[src/rtl/l1a_blk_reader.sv]
// Read-side controller for the L1A/SCA-block FIFO: pops one trigger entry, sends its header,
// walks the SCA sample addresses of its block(s), then hands the block(s) back to the free pool.
//
// state  | meaning
// IDLE   | waiting for the FIFO to go non-empty
// WAIT   | one cycle for the registered FIFO head to settle
// CAPT   | POP strobe, head fields latched
// HDR    | header offered until accepted
// SAMP   | sample addresses offered, one per accepted beat
// RLS    | release strobe for first block, then second block if used
// DONE   | event counter bump
module l1a_blk_reader #(
  parameter int NSAMP = 8,
  parameter int TMR   = 0
) (
  input  logic        CLK,
  input  logic        RST,
  input  logic        EMPTY,
  input  logic [3:0]  BLKIN,
  input  logic [7:0]  L1PIN,
  input  logic        LCT_PH_IN,
  input  logic        SCND_BLK_IN,
  input  logic        SCND_SH_IN,
  input  logic        DGSCAFULL,
  output logic        POP,
  output logic        HDR_VLD,
  input  logic        HDR_RDY,
  output logic [11:0] HDR,
  output logic        SAMP_VLD,
  input  logic        SAMP_RDY,
  output logic [3:0]  SAMP_BLK,
  output logic [3:0]  SAMP_IDX,
  output logic        SAMP_LAST,
  output logic        RLS,
  output logic [3:0]  RLS_BLK,
  output logic        BUSY,
  output logic [7:0]  NEVT
);

  typedef enum logic [2:0] {
    S_IDLE, S_WAIT, S_CAPT, S_HDR, S_SAMP, S_RLS, S_DONE
  } st_e;

  localparam logic [3:0] IDX_LAST = 4'(NSAMP - 1);

  st_e        state_q, state_d;
  logic [3:0] idx_q, idx_d;
  logic [3:0] blk_q, blk_d;
  logic [7:0] l1p_q, l1p_d;
  logic       lct_q, lct_d, scnd_q, scnd_d, sh_q, sh_d, ovf_q, ovf_d;
  logic       second_q, second_d;
  logic [3:0] samp_blk_q, samp_blk_d;
  logic [3:0] rls_blk_q, rls_blk_d;
  logic [7:0] nevt_q, nevt_d;
  logic       pop_q, hdr_vld_q, samp_vld_q, samp_last_q, samp_last_d, rls_q, busy_q;

  always_comb begin
    state_d     = state_q;
    idx_d       = idx_q;
    blk_d       = blk_q;
    l1p_d       = l1p_q;
    lct_d       = lct_q;
    scnd_d      = scnd_q;
    sh_d        = sh_q;
    ovf_d       = ovf_q;
    second_d    = second_q;
    samp_blk_d  = samp_blk_q;
    rls_blk_d   = rls_blk_q;
    nevt_d      = nevt_q;
    case (state_q)
      S_IDLE: if (!EMPTY) state_d = S_WAIT;
      S_WAIT: state_d = S_CAPT;
      S_CAPT: begin
        blk_d   = BLKIN;
        l1p_d   = L1PIN;
        lct_d   = LCT_PH_IN;
        scnd_d  = SCND_BLK_IN;
        sh_d    = SCND_SH_IN;
        ovf_d   = DGSCAFULL;
        state_d = S_HDR;
      end
      S_HDR: if (hdr_vld_q && HDR_RDY) begin
        if (ovf_q) begin
          state_d = S_DONE;
        end else begin
          state_d    = S_SAMP;
          samp_blk_d = blk_q;
          idx_d      = '0;
          second_d   = 1'b0;
        end
      end
      S_SAMP: if (samp_vld_q && SAMP_RDY) begin
        if (idx_q != IDX_LAST) begin
          idx_d = idx_q + 4'd1;
        end else if (scnd_q && !second_q) begin
          samp_blk_d = blk_q + 4'd1;
          idx_d      = '0;
          second_d   = 1'b1;
        end else begin
          state_d   = S_RLS;
          rls_blk_d = blk_q;
          second_d  = 1'b0;
        end
      end
      // second_q is reused here to mark that the second block's release is in flight
      S_RLS: if (scnd_q && !second_q) begin
        second_d  = 1'b1;
        rls_blk_d = blk_q + 4'd1;
      end else begin
        state_d = S_DONE;
      end
      S_DONE: begin
        nevt_d  = nevt_q + 8'd1;
        state_d = S_IDLE;
      end
      default: state_d = S_IDLE;
    endcase
    samp_last_d = (state_d == S_SAMP) && (idx_d == IDX_LAST) && (!scnd_q || second_d);
  end

  generate
    if (TMR != 0) begin : g_tmr
      st_e        st_t  [3];
      logic [3:0] idx_t [3];
      always_ff @(posedge CLK or posedge RST) begin
        if (RST) begin
          for (int i = 0; i < 3; i++) begin
            st_t[i]  <= S_IDLE;
            idx_t[i] <= '0;
          end
        end else begin
          for (int i = 0; i < 3; i++) begin
            st_t[i]  <= state_d;
            idx_t[i] <= idx_d;
          end
        end
      end
      assign state_q = st_e'((st_t[0] & st_t[1]) | (st_t[0] & st_t[2]) | (st_t[1] & st_t[2]));
      assign idx_q   = (idx_t[0] & idx_t[1]) | (idx_t[0] & idx_t[2]) | (idx_t[1] & idx_t[2]);
    end else begin : g_single
      always_ff @(posedge CLK or posedge RST) begin
        if (RST) begin
          state_q <= S_IDLE;
          idx_q   <= '0;
        end else begin
          state_q <= state_d;
          idx_q   <= idx_d;
        end
      end
    end
  endgenerate

  always_ff @(posedge CLK or posedge RST) begin
    if (RST) begin
      blk_q       <= '0;
      l1p_q       <= '0;
      lct_q       <= 1'b0;
      scnd_q      <= 1'b0;
      sh_q        <= 1'b0;
      ovf_q       <= 1'b0;
      second_q    <= 1'b0;
      samp_blk_q  <= '0;
      rls_blk_q   <= '0;
      nevt_q      <= '0;
      pop_q       <= 1'b0;
      hdr_vld_q   <= 1'b0;
      samp_vld_q  <= 1'b0;
      samp_last_q <= 1'b0;
      rls_q       <= 1'b0;
      busy_q      <= 1'b0;
    end else begin
      blk_q       <= blk_d;
      l1p_q       <= l1p_d;
      lct_q       <= lct_d;
      scnd_q      <= scnd_d;
      sh_q        <= sh_d;
      ovf_q       <= ovf_d;
      second_q    <= second_d;
      samp_blk_q  <= samp_blk_d;
      rls_blk_q   <= rls_blk_d;
      nevt_q      <= nevt_d;
      pop_q       <= (state_d == S_CAPT);
      hdr_vld_q   <= (state_d == S_HDR);
      samp_vld_q  <= (state_d == S_SAMP);
      samp_last_q <= samp_last_d;
      rls_q       <= (state_d == S_RLS);
      busy_q      <= (state_d != S_IDLE);
    end
  end

  assign POP       = pop_q;
  assign HDR_VLD   = hdr_vld_q;
  assign HDR       = {ovf_q, sh_q, lct_q, scnd_q, l1p_q};
  assign SAMP_VLD  = samp_vld_q;
  assign SAMP_BLK  = samp_blk_q;
  assign SAMP_IDX  = idx_q;
  assign SAMP_LAST = samp_last_q;
  assign RLS       = rls_q;
  assign RLS_BLK   = rls_blk_q;
  assign BUSY      = busy_q;
  assign NEVT      = nevt_q;

endmodule

[config.mk]
export PLATFORM = sky130hd
export DESIGN_NAME = l1a_blk_reader
export DESIGN_NICKNAME = d
export VERILOG_FILES = /design/src/rtl/l1a_blk_reader.sv
export SDC_FILE = /design/constraint.sdc
export NUM_CORES = 1
export LEC_CHECK = 0
export ABC_AREA = 1
export CAP_MARGIN = 40
export CORE_UTILIZATION = 30
export CTS_CLUSTER_SIZE = 8
export DETAILED_ROUTE_END_ITERATION = 10
export GPL_TIMING_DRIVEN = 0
export HOLD_SLACK_MARGIN = 0.05
export PLACE_DENSITY_LB_ADDON = 0.25
export SLEW_MARGIN = 20
export SYNTH_ARGS = -nofsm -noshare
export SYNTH_HDL_FRONTEND = slang
export SYNTH_SLANG_ARGS = --single-unit
[constraint.sdc]
create_clock -name CLK -period 2.02 [get_ports CLK]
set_clock_uncertainty 0.1 [all_clocks]
set_input_delay 0.404 -clock CLK [delete_from_list [all_inputs] [get_ports CLK]]
set_output_delay 0.404 -clock CLK [all_outputs]
set_load 0.01 [all_outputs]
; ---- Word level (Yosys, flattened, before mapping)
; Index checks and enable logic that the tools add are counted.
[totals]
regBits = 46
input_bits = 21
out_inout_bits = 38
word_cells = 85
[classes]
addsub = 3
n_eq_ne = 19
muxes = 31
reduce_logical = 14
[ops]
columns = cell, n
row1 = $mux 4, 13
row2 = $pmux 4 s2, 3
row3 = $mux 3, 6
row4 = $pmux 3 s6, 1
row5 = $eq 3x3->1 const B, 5
row6 = $ne 2x2->1 const B, 7
row7 = $eq 3x2->1 const B, 4
row8 = $add 4x1->4 const B, 2
row9 = $add 8x1->8 const B, 1
row10 = $mux 1, 6
row11 = $reduce_and 6->1, 1
row12 = $logic_and 1x1->1, 5
row13 = $reduce_and 5->1, 1
row14 = $eq 4x3->1 const B, 1
row15 = $ne 4x3->1 const B, 1
row16 = $reduce_bool 2->1, 2
row17 = $eq 3x1->1 const B, 1
row18 = $logic_not 3->1, 1
row19 = $pmux 1 s3, 1
row20 = $reduce_bool 3->1, 1
row21 = $logic_not 1->1, 2
row22 = $mux 2, 1
row23 = $logic_or 1x1->1, 1

; ---- Longest topological paths before layout
[depth]
depth_word = 9
mapped_depth = 12
ltp_nobuf = 12

; ---- Worst setup path before layout
; No wires, ideal clock.
[synth_timing]
path_type = register to register
startpoint = reg idx_q[0], in the netlist SAMP_IDX[0]
endpoint = reg samp_blk_q[2], in the netlist SAMP_BLK[2]
setup_time_ns = 0.119
arrival_ns = 1.404
required_ns = 1.801
slack_ns = 0.397
path_stages_with_launch = 10
n_path_buf = 0
synth_period_minus_slack_ns = 1.623
path_cell_list = dfrtp_1 -> ha_1 -> nand2_1 -> nor2_1 -> nand2_1 -> nand2_1 -> nand2_1 -> nor2_4 -> o211ai_1 -> o21a_1
[synth_via]
elab_chain_cells = 3
[synth_rtl]
columns = element, line_no
row1 = from (decl), 47  ; logic [3:0] idx_q, idx_d;
row2 = from (signal assigned), 147  ; idx_q <= idx_d;
row3 = $ne 4x3->1, 93  ; if (idx_q != IDX_LAST) begin
row4 = $ne 2x2->1 (no source line), -
row5 = $reduce_and 6->1 (no source line), -
row6 = to (signal assigned), 179  ; samp_blk_q <= samp_blk_d;
row7 = to (decl), 52  ; logic [3:0] samp_blk_q, samp_blk_d;
; No other way between the ends.
; A chain may end at the register's enable or synchronous reset.

; ---- Final worst setup path
[layout_timing]
startpoint = reg scnd_q
endpoint = out HDR[8]
[layout_rtl]
columns = element, line_no
row1 = from (decl), 50  ; logic lct_q, lct_d, scnd_q, scnd_d, sh_q, sh_d, ovf_q, ovf_d;
row2 = from (signal assigned), 175  ; scnd_q <= scnd_d;
row3 = to (decl), 28  ; output logic [11:0] HDR,
; No word-level cell between the ends.

==> reports/metrics.cfg <==
[critical_path]
crit_type = reg -> out
worstPathMaxFanout = 4
cp_slowest_cell = clkdlybuf4s50_1
crit_path_max_incr_delay_ns = 0.52
crit_required_ns = 1.52
end_kind = output pin
crit_chain = buf_4 > clkdlybuf4s50_1
cp.arrival_ns = 1.36
cp-start-kind = flop

[yosys]
synth_area_leader_cell = dfrtp_1
synth.distinct_cells = 29
synth-seq-cells = 46
netlist_instances = 267
ys_seq_area_frac = 0.509
synth_area_um2 = 2260
synth_top_area_share = 0.509
ys.warnings.count = 0
syn_avg_cell_area_um2 = 8.47
synthesis.nets = 291
synthTopCellsByArea = dfrtp_1 51%, nand2_1 15%, inv_1 4.2%

[final_layout]
layout-area-overhead-vs-synth_pct = 38.1
seqCellArea_um2 = 1150
n_antenna_cell = 0
fin_area_um2 = 3120
fin_util = 0.431
layout-drive-gt1-share = 0.120
layout_common_cells = 93 x nand2_1, 58 x clkdlybuf4s50_1, 46 x dfrtp_1
multiInputGateArea_um2 = 948
final_common_cell = nand2_1
fill_cells = 761
nets = 357

[timing]
relSlewSlack = 0.732
rsz0062_at_grt = false
fin_crit_ns = 1.86
worst_hold_slack_ns = 0.302
finalSetupViolations = 0
hold_violations = 0
post-route-period-util = 0.921
finalMaxSlewViolations = 0
fmax_mhz = 538
final.setup.tns_ns = 0
tightest_slew_ns = 0.401

[power_and_ir_drop]
powerDensity_nw_per_um2 = 1390
seq_power_share = 0.351
p_clk_frac = 0.188
power.switching_mw = 1.61
comb_power_share = 0.460
internal_power_mw = 2.72
ir_worst_vdd_uv = 513
power.leakage_nw = 1.49
finalPower_mw = 4.33
switching_share = 0.372

[grt]
gr-total-overflow = 0
gr-usage-all-layers = 0.141
antenna_found_initial = 0
grt_max_degree = 30
grt_pass1_vias = 1819
grt_pass1_wl_um = 8360

[flow_run]
cap_violations = 0

[placement]
dp_hpwl_um = 3690
io_buffers = 58
dpl_cell_area_um2 = 2990
place_congestion = 0.837

[routing]
drc = 0
vias = 1901
first_pass_iters = 4
drt_iter0_markers = 91
drt-total-wl_um = 4860
viasPerCell = 4.39
ant_nets = 0
wire_per_inst_um = 11.2

[clock_network]
cts_resized = 0
cts_hold_buf = 0
ctsHtreeMaxLevel = 2
root_buffer = clkbuf_8
cts_buffers = 5
cts_tree = yes
cts.reportedPaths.clkPinSlew_ns = 0.09
post_cts_buffers = 0
clk_path_buf_depth = 2
clkSinkCount = 46
clk_latency_ns = 0.30

[floorplanning]
io_pins = 59
die-height_um = 88.8
die_w_um = 88.8
start_util = 0.312
die_area_um2 = 7890
core-area_um2 = 7250
row_count = 31

[status]
outcome = complete, no violations

[hold_path]
hold_class = in -> async

==> stage by stage <==
step | setup slack (ns) | cells
final | 0.160 | 433
after global routing | 0.0561 | 433
after CTS | 0.136 | 433
after detailed placement | -0.0538 | 425
after global placement | -0.602 | 424
after floorplan | 0.397 | 267
==> synthesized netlist by cell type (all sizes together) <==
| library cell | instances |
|---|---|
| nor2 | 29 |
| ha | 3 |
| nor3 | 1 |
| inv | 26 |
| o211ai | 3 |
| o21a | 5 |
| a21oi | 1 |
| mux2 | 1 |
| o31ai | 1 |
| xor2 | 5 |
| nand2 | 99 |
| o21ai | 13 |
| xnor2 | 4 |
| dfrtp | 46 |
| a22oi | 1 |
| o21bai | 1 |
| nand3b | 2 |
| nand3 | 15 |
| buf | 9 |
| nand4 | 2 |
==> logic make-up after synthesis <==
| family | after synthesis | share of synthesized area |
|---|---|---|
| mux | 1 | 0.00498 |
| fa+ha+maj | 3 | 0.0166 |
| xor+xnor | 9 | 0.0349 |
| flops | 46 | 0.509 |
| compound gates | 25 | 0.0675 |
| simple gates | 148 | 0.296 |
| buf+inv | 35 | 0.0714 |
==> power by group through the flow <==
stage	clock network [mW]	logic (mW)	registers [mW]
after floorplan	0	1.12	1.60
after global placement	0	2.00	1.53
after detailed placement	0	2.02	1.55
after CTS	0.834	2.03	1.53
after global routing	0.887	2.25	1.57
final	0.816	1.99	1.52
==> worst paths after layout <==
| check | start | to | slack, ns | cells past startpoint |
|---|---|---|---|---|
| setup / recovery | scnd_q | HDR[8] | 0.16 | 2 |
| hold / removal | RST | NEVT[1] | 0.30 | 2 |
| setup reg to reg | SAMP_IDX[0] | SAMP_BLK[3] | 0.25 | 9 |
| hold reg to reg | NEVT[7] | NEVT[7] | 0.37 | 1 |
| max in group asynchronous | RST | SAMP_IDX[1] | 1.03 | 3 |
| min in group CLK | NEVT[7] | NEVT[7] | 0.37 | 1 |
==> sequential cells by signal (all words and copies together), names as in the netlist, 3 cells and up <==
signal and cells:
RLS_BLK 4, SAMP_BLK 4, NEVT 8, state_q 3
blk_q 4, SAMP_IDX 4, l1p_q 8
==> per-layer routing <==
layer  wire length (um)  global-route usage  part of all wire  up-vias
met4                 48              0.0396            0.0099        0
li1                   -                   -                 -      967
met1               2310               0.183              0.47      887
met3                235              0.0457             0.048        4
met2               2270               0.225              0.47       43
met5                  0                   0                 0        -
==> critical path: cells and delay by family, from the launching register on <==
kind,cells,cell delay (ns)
buffers and inverters,2,0.65
flip-flops,1,0.41
==> final cells by class <==
type,count,share of cell area
clock buffer,5,0.0220
buffer,9,0.0204
tap,99,0.0397
multi-input combinational,186,0.304
timing repair buffer,59,0.192
inverter,26,0.0312
sequential,46,0.369
clock inverter,3,0.0220
Power figures use the tool's default switching activity.
